===== config.mk =====
export PLATFORM = sky130hd
export DESIGN_NAME = rr_arbiter8_flat
export DESIGN_NICKNAME = d
export VERILOG_FILES = /design/src/rtl/rr_arbiter8_pkg.sv /design/src/rtl/rr_arbiter8_if.sv /design/src/rtl/rr_arbiter8_prio_enc.sv /design/src/rtl/rr_arbiter8.sv /design/src/flat_wrapper.sv
export SDC_FILE = /design/constraint.sdc
export NUM_CORES = 1
export LEC_CHECK = 0
export CORE_MARGIN = 4
export CORE_UTILIZATION = 53
export DETAILED_ROUTE_END_ITERATION = 8
export PLACE_DENSITY = 0.78
export SLEW_MARGIN = 20
export SYNTH_ARGS = -nofsm -noshare
export SYNTH_HDL_FRONTEND = slang
export SYNTH_SLANG_ARGS = --single-unit

===== constraint.sdc =====
create_clock -name clk -period 4.58 [get_ports clk]
set_input_delay 0.916 -clock clk [delete_from_list [all_inputs] [get_ports clk]]
set_output_delay 0.916 -clock clk [all_outputs]
set_load 0.02 [all_outputs]

===== src/rtl/rr_arbiter8_pkg.sv =====
// Shared types and constants for the 8-way round-robin arbiter (package arb_pkg).
package arb_pkg;

  localparam int N_REQ  = 8;  // number of requesters
  localparam int IDX_W  = 3;  // log2(N_REQ)
  localparam int HOLD_W = 8;  // width of the consecutive-grant counter

  localparam logic [HOLD_W-1:0] HOLD_SAT = '1;  // hold counter saturates here

  typedef enum logic {
    IDLE  = 1'b0,
    GRANT = 1'b1
  } state_t;

  // One-hot vector with only bit idx set.
  function automatic logic [N_REQ-1:0] idx_to_onehot(input logic [IDX_W-1:0] idx);
    return N_REQ'(1) << idx;
  endfunction

endpackage


===== src/rtl/rr_arbiter8_if.sv =====
// Request/grant bundle between the requester bank (master) and the arbiter (slave).
interface rr_arbiter8_if;
  import arb_pkg::*;

  logic [N_REQ-1:0] req;
  logic [N_REQ-1:0] gnt;
  logic [IDX_W-1:0] gnt_idx;
  logic             gnt_valid;

  modport master (output req, input gnt, input gnt_idx, input gnt_valid);
  modport slave  (input req, output gnt, output gnt_idx, output gnt_valid);

endinterface


===== src/rtl/rr_arbiter8_prio_enc.sv =====
// rr_prio_enc8: rotating priority encoder. Finds the first set request at or
// after ptr (mod 8), optionally ignoring one requester (mask_idx).
module rr_prio_enc8
  import arb_pkg::*;
(
  input  logic [N_REQ-1:0] req,
  input  logic [IDX_W-1:0] ptr,
  input  logic [IDX_W-1:0] mask_idx,
  input  logic             mask_en,
  output logic             any,
  output logic [IDX_W-1:0] win_idx
);

  logic [N_REQ-1:0] masked;
  logic [N_REQ-1:0] rotated;
  logic [IDX_W-1:0] offset;

  // Rotate so ptr sits at bit 0, pick lowest set bit, then rotate the index back.
  always_comb begin
    masked = req;
    if (mask_en) masked[mask_idx] = 1'b0;
    rotated = N_REQ'({masked, masked} >> ptr);
    offset  = '0;
    for (int i = N_REQ - 1; i >= 0; i--) begin
      if (rotated[i]) offset = IDX_W'(i);
    end
    any     = |rotated;
    win_idx = offset + ptr;  // 3-bit add wraps mod 8
  end

endmodule


===== src/rtl/rr_arbiter8.sv =====
// rr_arbiter8: registered round-robin arbiter for 8 requesters with
// zero-bubble handoff. Optional forced preemption of a long-holding owner is
// enabled by defining ARB_TIMEOUT_EN (limit set by MAX_HOLD).
module rr_arbiter8
  import arb_pkg::*;
#(
  parameter int MAX_HOLD = 16
) (
  input  logic         clk,
  input  logic         rst,
  rr_arbiter8_if.slave bus
);

  if (MAX_HOLD < 2 || MAX_HOLD > 255) begin : g_bad_max_hold
    $error("rr_arbiter8: MAX_HOLD must be in 2..255");
  end

  state_t            state;
  logic [IDX_W-1:0]  ptr;
  logic [HOLD_W-1:0] hold_cnt;
  logic [N_REQ-1:0]  gnt_q;
  logic [IDX_W-1:0]  gnt_idx_q;
  logic              gnt_valid_q;

  logic              owner_req;
  logic              mask_en;
  logic              any;
  logic [IDX_W-1:0]  win_idx;
  logic              switch_now;

  assign owner_req = bus.req[gnt_idx_q];

`ifdef ARB_TIMEOUT_EN
  localparam logic [HOLD_W-1:0] HOLD_LAST = HOLD_W'(MAX_HOLD - 1);

  // Exclude a still-requesting owner once it has used up its hold budget.
  assign mask_en = (state == GRANT) && owner_req && (hold_cnt == HOLD_LAST);
`else
  assign mask_en = 1'b0;
`endif

  rr_prio_enc8 u_enc (
    .req      (bus.req),
    .ptr      (ptr),
    .mask_idx (gnt_idx_q),
    .mask_en  (mask_en),
    .any      (any),
    .win_idx  (win_idx)
  );

  // Decide whether this edge loads a new winner (fresh grant or handoff).
  always_comb begin
    // NOTE: default first so every path assigns switch_now and no latch is inferred.
    switch_now = 1'b0;
    if (state == IDLE)   switch_now = any;
    else if (!owner_req) switch_now = any;
    else if (mask_en)    switch_now = any;
  end

  // State, pointer, hold counter and registered grant outputs.
  always_ff @(posedge clk or posedge rst) begin
    if (rst) begin
      state       <= IDLE;
      ptr         <= '0;
      hold_cnt    <= '0;
      gnt_q       <= '0;
      gnt_idx_q   <= '0;
      gnt_valid_q <= 1'b0;
    end else if (switch_now) begin
      // NOTE: non-blocking so every register samples pre-edge values of the others.
      state       <= GRANT;
      gnt_q       <= idx_to_onehot(win_idx);
      gnt_idx_q   <= win_idx;
      gnt_valid_q <= 1'b1;
      ptr         <= win_idx + IDX_W'(1);
      hold_cnt    <= '0;
    end else if (state == GRANT) begin
      if (owner_req) begin
`ifdef ARB_TIMEOUT_EN
        // Sole requester at the limit keeps the grant with a fresh budget.
        if (hold_cnt == HOLD_LAST)     hold_cnt <= '0;
        else if (hold_cnt != HOLD_SAT) hold_cnt <= hold_cnt + 1'b1;
`else
        if (hold_cnt != HOLD_SAT) hold_cnt <= hold_cnt + 1'b1;
`endif
      end else begin
        state       <= IDLE;
        gnt_q       <= '0;
        gnt_idx_q   <= '0;
        gnt_valid_q <= 1'b0;
      end
    end
  end

  assign bus.gnt       = gnt_q;
  assign bus.gnt_idx   = gnt_idx_q;
  assign bus.gnt_valid = gnt_valid_q;

endmodule


===== src/flat_wrapper.sv =====
// flat-port wrapper written by rule: the top's interface ports become plain ports
module rr_arbiter8_flat import arb_pkg::*;
#(
  parameter int MAX_HOLD = 16
)
  (clk, rst, bus_req, bus_gnt, bus_gnt_idx, bus_gnt_valid);
  rr_arbiter8_if bus_i ();
  input  logic clk;
  input  logic rst;
  input wire logic [$bits(bus_i.req)-1:0] bus_req;
  output wire logic [$bits(bus_i.gnt)-1:0] bus_gnt;
  output wire logic [$bits(bus_i.gnt_idx)-1:0] bus_gnt_idx;
  output wire logic [$bits(bus_i.gnt_valid)-1:0] bus_gnt_valid;
  assign bus_i.req = bus_req;
  assign bus_gnt = bus_i.gnt;
  assign bus_gnt_idx = bus_i.gnt_idx;
  assign bus_gnt_valid = bus_i.gnt_valid;
  rr_arbiter8 #(.MAX_HOLD(MAX_HOLD)) u_core (.clk(clk), .rst(rst), .bus(bus_i));
endmodule

# Word-level counts from Yosys, hierarchy flattened

Cells that the tools add are included.

Word-level logic and storage cells: 38
Input bits: 10
Bits in registers: 16

Shift-type cells: 2
Order comparisons: 1
Reductions and logical operators: 3
Muxes and demuxes: 24
Add/sub/neg operators: 2
Equal/unequal tests: 1

Operator list:

| cell                                                                 | count |
|---|---|
| 3-bit two-way mux                                                    | 11 |
| 8-bit two-way mux                                                    | 3 |
| 16-bit by 3-bit right shift with 8-bit output                        | 1 |
| 1-bit two-way mux                                                    | 9 |
| 8-bit OR reduction                                                   | 1 |
| 1-bit by 3-bit left shift with 8-bit output, first input constant    | 1 |
| 3-bit by 4-bit < comparator with 1-bit output, second input constant | 1 |
| 3-bit by 1-bit adder with 3-bit output, second input constant        | 1 |
| 3-bit adder                                                          | 1 |
| 1-bit binary-select mux with 3-bit select                            | 1 |
| 2-bit != test, second input constant                                 | 1 |
| 2-bit AND reduction                                                  | 1 |
| 2-bit nonzero test                                                   | 1 |

# Longest topological paths before layout

Depth after elaboration: 12
Depth in mapped cells: 14

# Cells and area by module

A second synthesis with hierarchy kept.

Cell total of the unflattened synthesis: 156
Area, all modules: 1596.5 µm²

By module, submodules not included:

| module       | area an instance (µm²) | sequential area each (µm²) | times used | cells each |
|---|---|---|---|---|
| rr_arbiter8  | 913.4                  | 400.4                      | 1          | 77 |
| rr_prio_enc8 | 683.2                  | 0.0                        | 1          | 79 |

# Worst setup path before layout

OpenSTA, ideal clock, no wires.

Path type: in2reg
Start point: in bus_req[1]
End point: reg u_core.ptr[2]
Cell stages on the path: 11
Library setup time: 0.125 ns
Setup slack: 1.014 ns
Data arrival time: 3.441 ns
Cells stage by stage: mux4_2 nor2_4 a41oi_1 o32ai_1 ha_1 inv_1 fa_1 inv_1 ha_1 ha_1 mux2_4

Word-level cells in the longest chain between the ends: 11
Elaborated cells on any way between the ends: 16
Classes of those cells: 2 x add/sub; 1 x shift; 12 x mux; 1 x reduce/logical

Ends and longest elaborated chain:

| item                                          | line                       | text |
|---|---|---|
| from (decl)                                   | flat_wrapper.sv:10         | `input wire logic [$bits(bus_i.req)-1:0] bus_req;` |
| 16-bit by 3-bit right shift with 8-bit output | rr_arbiter8_prio_enc.sv:22 | `rotated = N_REQ'({masked, masked} >> ptr);` |
| 3-bit two-way mux (8 in a row)                | rr_arbiter8_prio_enc.sv:25 | `if (rotated[i]) offset = IDX_W'(i);` |
| 3-bit adder                                   | rr_arbiter8_prio_enc.sv:28 | `win_idx = offset + ptr;` |
| 3-bit by 1-bit adder with 3-bit output        | rr_arbiter8.sv:75          | `ptr <= win_idx + IDX_W'(1);` |
| to (signal assigned)                          | rr_arbiter8.sv:75          |  |
| to (decl)                                     | rr_arbiter8.sv:19          | `logic [IDX_W-1:0] ptr;` |

Several ways; a longest one is shown, not always the timed one. The select of a mux whose other input is x is not followed.
A chain may end at the register's enable or synchronous reset.

# Worst setup path in the final report

Start point: in bus_req[0]
End point: reg u_core.ptr[2]

Same word-level chain as after synthesis.

==> out/qor.yml <==
run_status:
  status: "complete, no violations"
cells_and_area:
  fillCellCount: 193
  area_growth_pct: 16.41
  drive_gt1_share_pct: 16.08
  diodes: 0
  design_area_um2: 1580
  final_common_cell: "clkdlybuf4s50_1"
  final_nets: 161
  stdcell_count: 173
  final_cell_mix: "21 x clkdlybuf4s50_1, 16 x dfrtp_1, 12 x inv_1"
drt:
  dr.pass1.iters: 4
  drt-initial-drc-count: 45
  routed_wl_mm: 2.909
  routedWlPerCell_um: 16.82
  ant_nets: 0
  remaining_drc_errors: 0
  post_drt_via_cell_ratio: 6.272
  via_count: 1085
pwr:
  swShare_pct: 47.10
  p_clk_share_pct: 6.9
  seqPwrFrac_pct: 21.4
  ir_drop_uv: 534.3
  p_switching_mw: 0.6335
  total_power_mw: 1.345
  p_leak_nw: 0.6716
  p_per_area_nw_per_um2: 851.1
  combPwrFrac_pct: 71.7
  internal_power_mw: 0.7114
timing:
  worstMarginPinSlew_ns: 0.7960
  rsz0062_at_grt: "false"
  fin_crit_ns: 4.074
  setup_viol: 0
  min_period_over_period_pct: 88.95
  clock_skew_ns: 0.003959
  fin_tns_setup_ns: 0
  timing.fmax_ghz: 0.2455
  finalHoldViolCount: 0
  drv_slew: 0
  finalWorstSetupSlack_ns: 0.5059
  slew_headroom_pct: 46.58
synthesis:
  synthTopCellsByArea: "dfrtp_1 29%, mux4_2 18%, ha_1 5.5%"
  seq_area_frac_synth_pct: 29.49
  syn-instance-count: 125
  synth_warnings: 0
  synth_nets: 142
  synth_seq_cells: 16
  yosysTopAreaCell: "dfrtp_1"
  synth_top_cell_area_share_pct: 29.49
  synth_area_per_cell_um2: 10.86
  ys_types: 36
  syn_area_um2: 1358
cts:
  post_cts_buffers: 0
  clock_latency_ns: 0.29
  cts_resized: 0
  hold_buffers: 0
  clockBufferDepth: 2
  cts_tree: "yes"
  clock-root-buffer: "clkbuf_4"
  htreeDepth: 1
  clk_pin_slew_worst_paths_ns: 0.09
  cts_made_buffers: 3
  cts.sink_count: 16
floorplanning:
  num_rows: 18
  design.die.area_um2: 3435
  dieWidth_um: 58.61
  initial_utilization_pct: 55.30
  ios: 22
  dieHeight_um: 58.61
  coreArea_um2: 2455
placed_design:
  portBuffers: 21
  dp_cells: 169
  gp_congestion: 0.8912
  dpl.hpwl_mm: 2.286
  placed_area_um2: 1544
  place_ws_ns: 0.1942
global_route:
  grtUsageTotal_pct: 19.06
  grt_antenna_before_repair: 0
  grt_pass1_wl_mm: 5.057
  grt.overflow.total: 0
  grt_max_degree: 17
  first_global_vias: 1126
critical_path:
  worstSetupPathType: "primary input to flip-flop"
  critPathMostFrequentCell: "ha_1"
  cp_cell_sequence: "clkdlybuf4s50_1 -> mux4_2 -> nor2_4 -> a41oi_1 -> o32ai_1 -> ha_1 -> inv_1 -> fa_1 -> inv_1 -> ha_1 -> ha_1 -> mux2_4"
  crit_required_ns: 4.76
  max_stage_delay_ns: 0.57
  cp.arrival_ns: 4.25
  critPathLaunchType: "primary input"
  end_kind: "flip-flop"
  critPathTopFamily: "adder cells"
  crit_buf_inv: 3
  slowest_stage: "fa_1"
  crit_fanout: 8
min_path:
  hp-class: "flip-flop to flip-flop"
run:
  max_cap_violations: 0
[metal layers]
| layer | track usage [%] | wire length [um] |
|---|---|---|
| met5 | 0 | 0 |
| met4 | 8.414 | 79 |
| met2 | 33.49 | 1493 |
| met1 | 23.54 | 1273 |
| met3 | 2.193 | 62 |
[power by group through the flow]
stage / Clock, mW / Combinational (mW) / Sequential [mW]
2_1_floorplan: 0 / 0.793 / 0.267
3_3_place_gp: 0 / 0.929 / 0.290
3_5_place_dp: 0 / 0.957 / 0.293
4_1_cts: 0.0951 / 0.966 / 0.290
5_1_grt: 0.0985 / 1.06 / 0.302
6_report: 0.0925 / 0.965 / 0.288
[layout make-up]
type / instances / area [um2] / area share (%)
timing repair buffer: 21 / 210.2 / 13.30
tap: 30 / 37.54 / 2.375
sequential: 16 / 400.4 / 25.34
clock buffer: 4 / 36.28 / 2.296
inverter: 12 / 45.04 / 2.850
multi-input combinational: 90 / 850.8 / 53.84
[worst reg2reg max path, delay by kind of cell (launching register included)]
family                     cells  cell delay, ns
buffers and inverters          2            0.15
AOI/OAI and AO/OA              2            0.42
and+or+nand+nor                1            0.17
muxes                          2            0.90
DFF                            1            0.81
adders and majority gates      4            1.25
[flip-flops by register name (all words and copies together) (netlist names)]
name                  flops
u_core.state              1
u_core.ptr                3
u_core.bus.gnt_idx        3
u_core.bus.gnt_valid      1
u_core.bus.gnt            8
[cells in the mapped netlist, drive strengths merged]
master	number
mux4	11
o21a	1
buf	6
nor2b	2
fa	1
and2	4
a21o	3
a41oi	1
o32ai	1
nand2	8
a22o	3
xnor2	1
a21oi	8
a21boi	1
dfrtp	16
a32oi	1
inv	12
a32o	2
ha	6
nand4	1
clkbuf	1
o32a	2
mux2	2
a211oi	1
nor2	13
o2bb2ai	8
o21ai	4
maj3	1
mux2i	4
[final timing paths]
path | start | endpoint | slack, ns | cells past startpoint
worst max-delay path | bus_req[0] | u_core.ptr[2] | 0.51 | 12
worst min-delay path | u_core.bus.gnt_valid | u_core.bus.gnt_valid | 0.49 | 1
worst max register to register | u_core.ptr[0] | u_core.ptr[2] | 0.78 | 11
worst min register to register | u_core.bus.gnt_valid | u_core.bus.gnt_valid | 0.49 | 1
max in group asynchronous | rst | u_core.bus.gnt_idx[0] | 3.23 | 2
min in group asynchronous | rst | u_core.bus.gnt_valid | 0.97 | 2
[through the flow]
stage,hold slack [ns],utilization (%)
floorplan,0.5483,-
global route,0.5135,64.37
detailed placement,0.4701,62.90
global placement,0.4664,62.90
CTS,0.4966,64.37
finish,0.4883,64.37
[cells by family after synthesis]
logic type | after synthesis | share of synthesized area [%]
muxes | 17 | 23.13
and+or+nand+nor | 28 | 11.43
AOI/OAI and AO/OA | 36 | 19.73
DFF | 16 | 29.49
buffers and inverters | 19 | 7.833
adders and majority gates | 8 | 7.742
xor gates and xnor gates | 1 | 0.6453
(Power assumes the default switching activity.)
